### config.mk
export PLATFORM = sky130hd
export DESIGN_NAME = fpc_gen
export DESIGN_NICKNAME = d
export VERILOG_FILES = /design/src/rtl/fpc_gen.sv
export SDC_FILE = /design/constraint.sdc
export NUM_CORES = 1
export LEC_CHECK = 0
export CAP_MARGIN = 20
export CORE_ASPECT_RATIO = 1.2
export CORE_MARGIN = 8
export CORE_UTILIZATION = 52
export DETAILED_ROUTE_END_ITERATION = 16
export GPL_ROUTABILITY_DRIVEN = 0
export PLACE_DENSITY = 0.91
export SLEW_MARGIN = 20
export SYNTH_ARGS = -nofsm -noshare
export SYNTH_HDL_FRONTEND = slang
export SYNTH_SLANG_ARGS = --single-unit
### constraint.sdc
create_clock -name i_clk -period 5.3 [get_ports i_clk]
set_clock_uncertainty 0.15 [all_clocks]
set_input_delay 0.795 -clock i_clk [delete_from_list [all_inputs] [get_ports i_clk]]
set_output_delay 0.795 -clock i_clk [all_outputs]
set_load 0.05 [all_outputs]
### src/rtl/fpc_gen.sv
// fpc_gen: parametrised ROWS x COLS frame position counter with multiframe count and sync load.
// Define FPC_GEN_SYNC_ERR_CNT_EN to add a saturating o_sync_err pulse counter with i_clr_cnt.
module fpc_gen #(
   parameter int ROWS = 4,
   parameter int COLS = 1041,
   parameter int OH_COLS = 16,
   parameter int MAP_MODE = 1,
   parameter int MFAS_W = 8,
   localparam int ROW_W = (ROWS > 2) ? $clog2(ROWS) : 1,
   localparam int COL_W = $clog2(COLS)
) (
   input  logic              i_clk,
   input  logic              i_rst,
   input  logic              i_enable,
   input  logic              i_valid,
   input  logic              i_sync,
`ifdef FPC_GEN_SYNC_ERR_CNT_EN
   input  logic              i_clr_cnt,
   output logic [15:0]       o_sync_err_cnt,
`endif
   output logic [ROW_W-1:0]  o_row_cnt,
   output logic [COL_W-1:0]  o_col_cnt,
   output logic [MFAS_W-1:0] o_mfas,
   output logic              o_adv,
   output logic              o_oh,
   output logic              o_sof,
   output logic              o_eof,
   output logic              o_sync_err
);
   if (MAP_MODE != 0 && MAP_MODE != 1) begin : g_bad_mode
      $error("fpc_gen: MAP_MODE must be 0 or 1");
   end
   logic last_col, last_row, free_col, sync;
   always_comb begin
      last_col = o_col_cnt == COL_W'(COLS - 1);
      last_row = o_row_cnt == ROW_W'(ROWS - 1);
      free_col = o_oh | last_col;
      sync     = i_enable & i_sync;
      o_oh     = o_col_cnt < COL_W'(OH_COLS);
      o_sof    = o_row_cnt == '0 && o_col_cnt == '0;
      o_eof    = last_row & last_col;
      o_adv    = i_enable & (i_valid | ((MAP_MODE == 1) & free_col));
   end
   // sync treats the current beat as row 0/col 0, so the next beat lands on col 1
   always_ff @(posedge i_clk or posedge i_rst) begin
      if (i_rst) begin
         o_row_cnt  <= '0;
         o_col_cnt  <= '0;
         o_mfas     <= '0;
         o_sync_err <= 1'b0;
      end else begin
         o_sync_err <= sync & ~o_sof;
         if (sync) begin
            o_row_cnt <= '0;
            o_col_cnt <= COL_W'(1);
         end else if (o_adv) begin
            o_col_cnt <= last_col ? '0 : o_col_cnt + COL_W'(1);
            if (last_col) o_row_cnt <= last_row ? '0 : o_row_cnt + ROW_W'(1);
            if (o_eof) o_mfas <= o_mfas + MFAS_W'(1);
         end
      end
   end
`ifdef FPC_GEN_SYNC_ERR_CNT_EN
   always_ff @(posedge i_clk or posedge i_rst) begin
      if (i_rst) o_sync_err_cnt <= '0;
      else if (i_clr_cnt) o_sync_err_cnt <= '0;
      else if (o_sync_err && o_sync_err_cnt != 16'hFFFF) o_sync_err_cnt <= o_sync_err_cnt + 16'd1;
   end
`endif
endmodule

==> results of run 1 <==
==> worst paths after layout <==
kind                              start          to  slack, ps  depth (start not counted)
setup / recovery           o_col_cnt[0]       o_eof       1500                          6
hold / removal                o_mfas[7]   o_mfas[7]        330                          1
setup reg to reg           o_col_cnt[0]   o_mfas[1]       2720                          6
hold reg to reg               o_mfas[7]   o_mfas[7]        330                          1
max in group asynchronous         i_rst  o_sync_err       3700                          2
min in group asynchronous         i_rst   o_mfas[6]        780                          2
==> placed cells by master (no fill, tap or decap), types with 3 or more instances in the layout <==
master,count
clkdlybuf4s50_1,30
xnor2_1,6
ha_1,5
nand3_1,6
o21ai_1,10
nand2_1,12
clkbuf_4,3
inv_1,10
or3_1,4
o31ai_1,3
a21oi_1,7
and3_1,4
nand4_1,4
dfrtp_1,22
nor2_1,5
==> per-layer routing <==
layer	track usage	wire, um	up-vias
li1	-	-	537
met1	0.183	1220	529
met4	0.0494	52	0
met2	0.240	1480	71
met5	0	0	-
met3	0.0311	247	8
==> critical path, stage by stage (launching register included) <==
cell	delay [ps]
dfrtp_1	460
inv_1	80
ha_1	140
or3b_4	410
nor4_4	470
and2_1	190
clkdlybuf4s50_1	800
==> report_power, final <==
part	internal [mW]	leakage [nW]	switching, mW
clock network	0.0419	0.0210	0.0505
registers	0.182	0.295	0.0194
logic	0.0586	0.383	0.111
total	0.282	0.698	0.181
==> cell type report <==
type                    instances  share of cell area
multi-input cells              97               0.408
flip-flops and latches         22               0.338
well taps                      31              0.0238
repair buffers                 30               0.185
inverters                      10              0.0231
clock buffers                   4              0.0223
==> metrics by stage <==
step	hold slack, ps	cell area (sq um)
finish	326	1630
global route	363	1630
CTS	333	1630
detailed placement	311	1590
global placement	312	1580
floorplan	615	1260
==> flip-flops by register name, indices dropped and copies added, names as in the netlist <==
name        count
o_col_cnt      11
o_mfas          8
o_row_cnt       2
o_sync_err      1
==> cell families after synthesis <==
family / after synthesis / synth area share
AOI/OAI and AO/OA: 28 / 0.139
and+or+nand+nor: 55 / 0.266
adders and majority gates: 5 / 0.0496
buffers and inverters: 13 / 0.0436
DFF: 22 / 0.437
muxes: 2 / 0.0169
xor gates and xnor gates: 7 / 0.0486
==> metrics.md, run 1 <==
| Metric | Value |
|---|---|
| Outcome | `complete, no violations` |
| Final Setup Violations | `0` |
| Initial antenna violation count | `0` |
| Largest net degree at the start of global routing | `23` |
| ANT nets after route | `0` |
| CP Max Fanout | `9` |
| Max-cap viol count | `0` |
| Area contributors post-synth | `dfrtp_1 (44%), ha_1 (5.0%), xnor2_1 (4.2%)` |
| CP startpoint kind | `flop` |
| Yosys top cell area share | `0.437` |
| Util after Layout | `0.705` |
| CP Capture Type | `primary output` |
| Hold Buf Count CTS | `0` |
| CTS Sinks | `22` |
| Diodes inserted | `0` |
| Die Ht | `70.0 um` |
| Yosys warns | `0` |
| CTS Buf Count | `3` |
| Routed len/inst | `15.4 um` |
| H-Tree Depth | `1` |
| FF+latch count, synth | `22` |
| Initial core utilization | `0.547` |
| DP Wirelength | `2.32 mm` |
| All-Layer GR Usage | `0.147` |
| Worst slew margin | `0.451` |
| Maximum VDD drop | `259 uV` |
| Post-DR vias/cell | `5.90` |
| Final Non-Filler Cells | `194` |
| Share of layout cells above drive strength 1 | `0.0920` |
| RSZ-0062 raised after global routing | `no` |
| Core area | `2310 sq um` |
| CTS resizes | `0` |
| Critical path type | `flop to primary output` |
| Total gr overflow | `0` |
| Yosys top cell by area | `dfrtp_1` |
| Post-CTS Setup Bufs | `0` |
| I/O Buffers | `30` |
| HP Class | `flop to flop` |
| Placed Cells | `190` |
| Synth cell count leaders | `dfrtp_1 (22), nand2_1 (12), inv_1 (10), o21ai_1 (10), a21oi_1 (7)` |
| Max-slew violation count | `0` |
| Die Area | `4260 sq um` |
| I/O pin count | `31` |
| Syn Inst Count | `132` |
| Row cnt | `19` |
| Clock transition at path regs | `130 ps` |
| Post-Place Worst Slack | `1850 ps` |
| NumNets Final | `174` |
| Global-route wire length before repair | `5.02 mm` |
| Fill count | `188` |
| CTS root buf | `clkbuf_4` |
| FMAX | `0.263 GHz` |
| Chip width | `61.0 um` |
| Vias | `1145` |
| Async set or reset register ratio after synthesis | `1.00` |
| Skew-Pair Late Insertion Delay | `300 ps` |
| Netlist cell types | `40` |
| Mapped Nets | `142` |
| Most common cell in the netlist | `dfrtp_1` |
| Power per cell area | `285 nW/um^2` |
| Multi-input logic area | `663 sq um` |
| Final hold violation count | `0` |
| Final Critical Period | `3800 ps` |
| Period utilization | `0.717` |
| Part of the Yosys area used for sequential elements | `0.437` |
| Post-synth EDFFs | `0` |
| Fin Setup TNS | `0 ps` |
| Overall power | `0.464 mW` |
| Main synth FF type | `dfrtp_1` |
| Syn Area/Cell | `9.55 sq um` |
| Max clock buf depth | `2` |
| Area grow syn2layout | `29.0%` |
| Slew @ Worst Pin | `823 ps` |
| Vias in the first global route | `1087` |
| Mapped Area | `1260 sq um` |
| Drt first-iter violations | `69` |
| Register area | `551 sq um` |
| CP Data Required Time | `4360 ps` |
| TritonCTS clock tree | `built` |
| P_leak | `0.698 nW` |
| Wirelength, routed | `2.99 mm` |
| Worst setup margin | `1500 ps` |
| Crit path arrival time | `2850 ps` |
| DRC violations left | `0` |
| Count of TritonRoute iterations in the first routing pass | `4` |
Note: power is estimated with default switching activity, not from simulation.
==> run 2: changes to the inputs <==
--- a/config.mk
+++ b/config.mk
@@ -8,10 +8,10 @@
 export CAP_MARGIN = 20
 export CORE_ASPECT_RATIO = 1.2
 export CORE_MARGIN = 8
-export CORE_UTILIZATION = 52
+export CORE_UTILIZATION = 44
 export DETAILED_ROUTE_END_ITERATION = 16
 export GPL_ROUTABILITY_DRIVEN = 0
-export PLACE_DENSITY = 0.91
+export PLACE_DENSITY = 0.82
 export SLEW_MARGIN = 20
 export SYNTH_ARGS = -nofsm -noshare
 export SYNTH_HDL_FRONTEND = slang
==> constraint.sdc (replaced) <==
create_clock -name i_clk -period 3.1 [get_ports i_clk]
set_clock_uncertainty 0.15 [all_clocks]
set_input_delay 0.465 -clock i_clk [delete_from_list [all_inputs] [get_ports i_clk]]
set_output_delay 0.465 -clock i_clk [all_outputs]
set_load 0.05 [all_outputs]
==> metrics.md, run 2 (synthesis results as in run 1) <==
| Metric | Value |
|---|---|
| Period utilization | `0.931` |
| H-Tree Depth | `1 (unchanged)` |
| Slew @ Worst Pin | `844 ps (+21.2 ps)` |
| Vias | `1124 (-1.8%)` |
| NumNets Final | `176 (+1.1%)` |
| CTS Sinks | `22 (unchanged)` |
| Hold Buf Count CTS | `0 (unchanged)` |
| All-Layer GR Usage | `0.138 (-0.00991)` |
| WP buf/inv | `1 (-1)` |
| CP startpoint kind | `flop` |
| CTS Buf Count | `3 (unchanged)` |
| Max-slew violation count | `0 (unchanged)` |
| Max reg flops | `11 (unchanged)` |
| Post-place instance area | `1630 sq um (+2.2%)` |
| Maximum VDD drop | `379 uV (+46%)` |
| Final hold violation count | `0 (unchanged)` |
| Outcome | `complete, no violations` |
| Wirelength, routed | `3.07 mm (+2.6%)` |
| Total stage count of the critical path | `3 (-3)` |
| Crit path cell chain | `or3_4 > nor3_2 > clkdlybuf4s50_1` |
| Row cnt | `21 (+2)` |
| Clock transition at path regs | `120 ps (about the same)` |
| HP Class | `flop to flop` |
| Biggest regs | `o_col_cnt x11, o_mfas x8, o_row_cnt x2` |
| FF-to-FF path depth | `7 (+1)` |
| Initial antenna violation count | `0 (unchanged)` |
| P_leak | `0.740 nW (+5.9%)` |
| Chip width | `64.9 um (+6.4%)` |
| Skew-Pair Late Insertion Delay | `310 ps (about the same)` |
| Diodes inserted | `0 (unchanged)` |
| Fin Setup TNS | `0 ps (unchanged)` |
| Global-route wire length before repair | `5.28 mm (+5.1%)` |
| Die Area | `4840 sq um (+14%)` |
| Cell family with most CP delay | `buffers and inverters` |
| Crit path arrival time | `2270 ps (-580 ps)` |
| Min Hold Slack | `341 ps (+15.8 ps)` |
| Post-DR vias/cell | `5.65 (-4.3%)` |
| Placed Cells | `195 (+2.6%)` |
| Reg2Reg Setup Slack | `700 ps (-2020 ps)` |
| Most frequent cells in the layout | `clkdlybuf4s50_1 (27), dfrtp_1 (22), nand2_1 (12)` |
| CP Max Fanout | `5 (-4)` |
| I/O pin count | `31 (unchanged)` |
| Power per cell area | `480 nW/um^2 (+68%)` |
| Most common cell after layout, fill and taps aside | `clkdlybuf4s50_1` |
| DRC violations left | `0 (unchanged)` |
| Final Setup Violations | `0 (unchanged)` |
| TritonCTS clock tree | `built` |
| FMAX | `0.347 GHz` |
| ANT nets after route | `0 (unchanged)` |
| Largest net degree at the start of global routing | `23 (unchanged)` |
| I/O Buffers | `30 (unchanged)` |
| Fill count | `244 (+30%)` |
| Max-cap viol count | `0 (unchanged)` |
| Vias in the first global route | `1169 (+7.5%)` |
| CP Capture Type | `primary output` |
| Largest register by flop count | `o_col_cnt` |
| Worst hold path cell count | `1 (unchanged)` |
| Count of TritonRoute iterations in the first routing pass | `4 (unchanged)` |
| Die Ht | `74.7 um (+6.7%)` |
| Area grow syn2layout | `31.9%` |
| Worst slew margin | `0.437 (-0.0142)` |
| Cell at the slowest stage of the critical path | `clkdlybuf4s50_1` |
| Post-route cell area | `1660 sq um (+2.3%)` |
| CTS root buf | `clkbuf_4` |
| Total gr overflow | `0 (unchanged)` |
| Drt first-iter violations | `38 (-45%)` |
| Share of layout cells above drive strength 1 | `0.121 (+0.0292)` |
| Initial core utilization | `0.457 (-0.0898)` |
| Critical path type | `flop to primary output` |
| Final Non-Filler Cells | `199 (+2.6%)` |
| Final Critical Period | `2890 ps` |
| RSZ-0062 raised after global routing | `no` |
| DP Wirelength | `2.43 mm (+5.0%)` |
| Routed len/inst | `15.4 um (about the same)` |
| CP Data Required Time | `2480 ps (-1880 ps)` |
| Util after Layout | `0.603 (-0.102)` |
| Max clock buf depth | `2 (unchanged)` |
| Crit path largest cell delay | `870 ps (+70 ps)` |
| Core area | `2760 sq um (+20%)` |
-- run 2: cell count changes in the layout (fill, tap and decap cells not counted), sizes merged --
cell | before | now
clkdlybuf4s50 | 30 | 27
buf | 0 | 4
dlymetal6s2s | 0 | 1
-- run 2: worst paths after layout --
check	from	to
worst max register to register	o_col_cnt[0]	o_col_cnt[10]
min in group asynchronous	i_rst	o_mfas[7]
worst min-delay path	o_mfas[7]	o_mfas[7]
worst min register to register	o_mfas[7]	o_mfas[7]
max in group asynchronous	i_rst	o_col_cnt[10]
worst max-delay path	o_col_cnt[6]	o_oh
-- run 2: layout make-up --
type,instances,area [sq um],share of cell area
repair buffers,32,325,0.195
clock buffers,4,36.3,0.0218
multi-input cells,97,672,0.404
well taps,34,42.5,0.0256
flip-flops and latches,22,551,0.331
inverters,10,37.5,0.0226
-- run 2: per-layer routing --
layer	track usage	wire length, um	share of wire	vias up
met3	0.0655	269	0.088	8
li1	-	-	-	539
met4	0.0655	69	0.022	0
met1	0.137	1250	0.41	539
met2	0.238	1480	0.48	38
met5	0	0	0	-
-- run 2: report_power, final --
part	total, mW	leakage, nW	internal (mW)	switching (mW)
Combinational	0.296	0.424	0.103	0.193
Sequential	0.344	0.295	0.311	0.0326
Clock	0.160	0.0210	0.0719	0.0876
Total	0.799	0.740	0.486	0.313
-- run 2: repair_timing --
action	in CTS	in global routing
setup endpoints to repair	0	1
resized for setup	0	1
buffers inserted	0	0
-- run 2: metrics by stage --
stage	setup WS, ps	power, mW
4_1_cts	7.52	0.811
5_1_grt	114	0.853
6_report	214	0.799
3_5_place_dp	369	0.648
3_3_place_gp	422	0.642
2_1_floorplan	91.1	0.551
-- run 2: worst reg2reg max path, delay by kind of cell (launching register included) --
| family | cells | cell delay [ps] |
|---|---|---|
| buffers and inverters | 1 | 80 |
| flip-flops | 1 | 460 |
| AND/OR/NAND/NOR | 2 | 890 |
| adder cells (fa/ha/maj) | 1 | 130 |
| AO/OA/AOI/OAI | 3 | 630 |
==> variant: new RTL, flow settings as in run 2 <==
The parameter `MAP_MODE` goes from 1 to 0.
--- a/src/rtl/fpc_gen.sv
+++ b/src/rtl/fpc_gen.sv
@@ -4,7 +4,7 @@
    parameter int ROWS = 4,
    parameter int COLS = 1041,
    parameter int OH_COLS = 16,
-   parameter int MAP_MODE = 1,
+   parameter int MAP_MODE = 0,
    parameter int MFAS_W = 8,
    localparam int ROW_W = (ROWS > 2) ? $clog2(ROWS) : 1,
    localparam int COL_W = $clog2(COLS)
Formal check against the unedited RTL: not equivalent (a bounded check fails within 4 cycles, from zero or initial values and one cycle with i_rst high).
==> variant against run 2 <==
- sequential cell count did not move
- global-route usage decreased by 1.4 points
- synthesized area grew 3.8%
- worst hold slack improved by 0.016 ns
- count of clock-buffer cells in the layout stayed put
- maximum frequency grew 1.9%
- non-clock buffer count is 2 lower
- wire length shrank 6.2%
- die area grew 2.9%
- worst setup slack improved by 0.054 ns
- final area about the same
Power is not compared: it rests on default switching activity, and its combinational part moved more than twofold at a synthesized area within 25%.
==> variant: results (changes against run 2) <==
routing:
  first_iter_violations: 49  # +29%
  dr_wl_met2_um: 1370  # -7.4%
  wl_met3_um: 308  # +14%
  detailedRoute.firstPassIterationCount: 5  # +1
  detail_route.wirelength.met1_um: 1170  # -6.6%
  post_drt_via_cell_ratio: 5.59  # -1.1%
timing:
  final.hold.worst_slack_ns: 0.357  # +0.0160 ns
  worst-slew-pin-transition_ns: 0.852  # +0.00823 ns
placed_design:
  placed_cell_area_mm2: 0.00163  # about the same
  post_placement_setup_slack_ns: 0.447  # +0.0778 ns
  hpwl_um: 2200  # -9.6%
worst_setup_path:
  cpMaxStageDelayCell: "sky130_fd_sc_hd__clkdlybuf4s50_1"
  r2r-end: "o_mfas[1]"
  crit_arrival_ns: 2.22  # -0.05 ns
  slowest_delay_ns: 0.85  # -0.02 ns
  r2r_setup_slack_ns: 1.21  # +0.51 ns
  reg2reg_path_depth: 5  # -2
logic_synthesis:
  synth_top_cells_by_count: "sky130_fd_sc_hd__dfrtp_1, sky130_fd_sc_hd__nand2_1, sky130_fd_sc_hd__nor2_1, sky130_fd_sc_hd__xnor2_1, sky130_fd_sc_hd__inv_1"
  syn_nets: 133  # -6.3%
  synth-seq-area-share_pct: 42.1  # -1.6 points
  synth.lib_cells_used.distinct: 39  # -2.5%
grt:
  grt_use_total_pct: 12.3  # -1.4 points
  number_of_global_route_vias_before_repair: 1024  # -12%
  grt_first_pass_wirelength_um: 4820  # -8.8%
outcome:
  status: "finished, final reports clean"
layout:
  share_of_final_layout_standard_cells_stronger_than_drive_strength_1_pct: 14.8  # +2.7 points
  fin_nets: 166  # -5.7%
  layout.cells.non_filler: 189  # -5.0%
  filler_cell_count: 237  # -2.9%
clocking:
  cts-htree-levels: 1  # unchanged
worst_hold_path:
  hold_path_end: "o_mfas[3]"
variant: cell families (layout without fill, tap and decap cells):
kind of cell             Yosys count  in the layout  synth area share [%]
XOR/XNOR                          14             14                  10.5
AND/OR/NAND/NOR                   56             56                  29.0
AO/OA/AOI/OAI                     15             15                  8.32
adder cells (fa/ha/maj)            5              5                  4.78
buffers and inverters             10             42                  4.21
flip-flops                        22             22                  42.1
multiplexers                       1              1                  1.15
variant: worst max path at each step:
stage,from,end,slack [ns],cells past startpoint
floorplan,o_col_cnt[8],o_sof,0.22,4
global placement,o_col_cnt[8],o_sof,0.52,5
detailed placement,o_col_cnt[8],o_sof,0.45,5
CTS,o_col_cnt[8],o_sof,0.09,5
global route,o_col_cnt[8],o_oh,0.12,4
finish,o_col_cnt[8],o_oh,0.27,4
variant: layout make-up:
| type | instances | area, um^2 | share of cell area [%] |
|---|---|---|---|
| clock buffers | 4 | 36.3 | 2.18 |
| well taps | 34 | 42.5 | 2.55 |
| inverters | 8 | 30.0 | 1.80 |
| repair buffers | 30 | 298 | 17.9 |
| flip-flops and latches | 22 | 551 | 33.1 |
| multi-input cells | 91 | 708 | 42.5 |
variant: power breakdown:
group	leakage, uW	total (uW)	internal [uW]	switching, uW
clock	0.0000210	160	71.7	87.9
sequential	0.000302	307	294	12.3
combinational	0.000428	112	38.7	73.2
variant: per-layer routing:
metal	global-route usage [%]	vias up
met2	21.9	50
met1	13.6	500
li1	-	500
met4	2.91	0
met5	0	-
met3	4.41	6
variant: repair_timing:
item                                    CTS  global route
endpoints found under the setup margin    0             1
resized for setup                         0             1
hold endpoints to repair                  0             0
setup buffers                             0             0
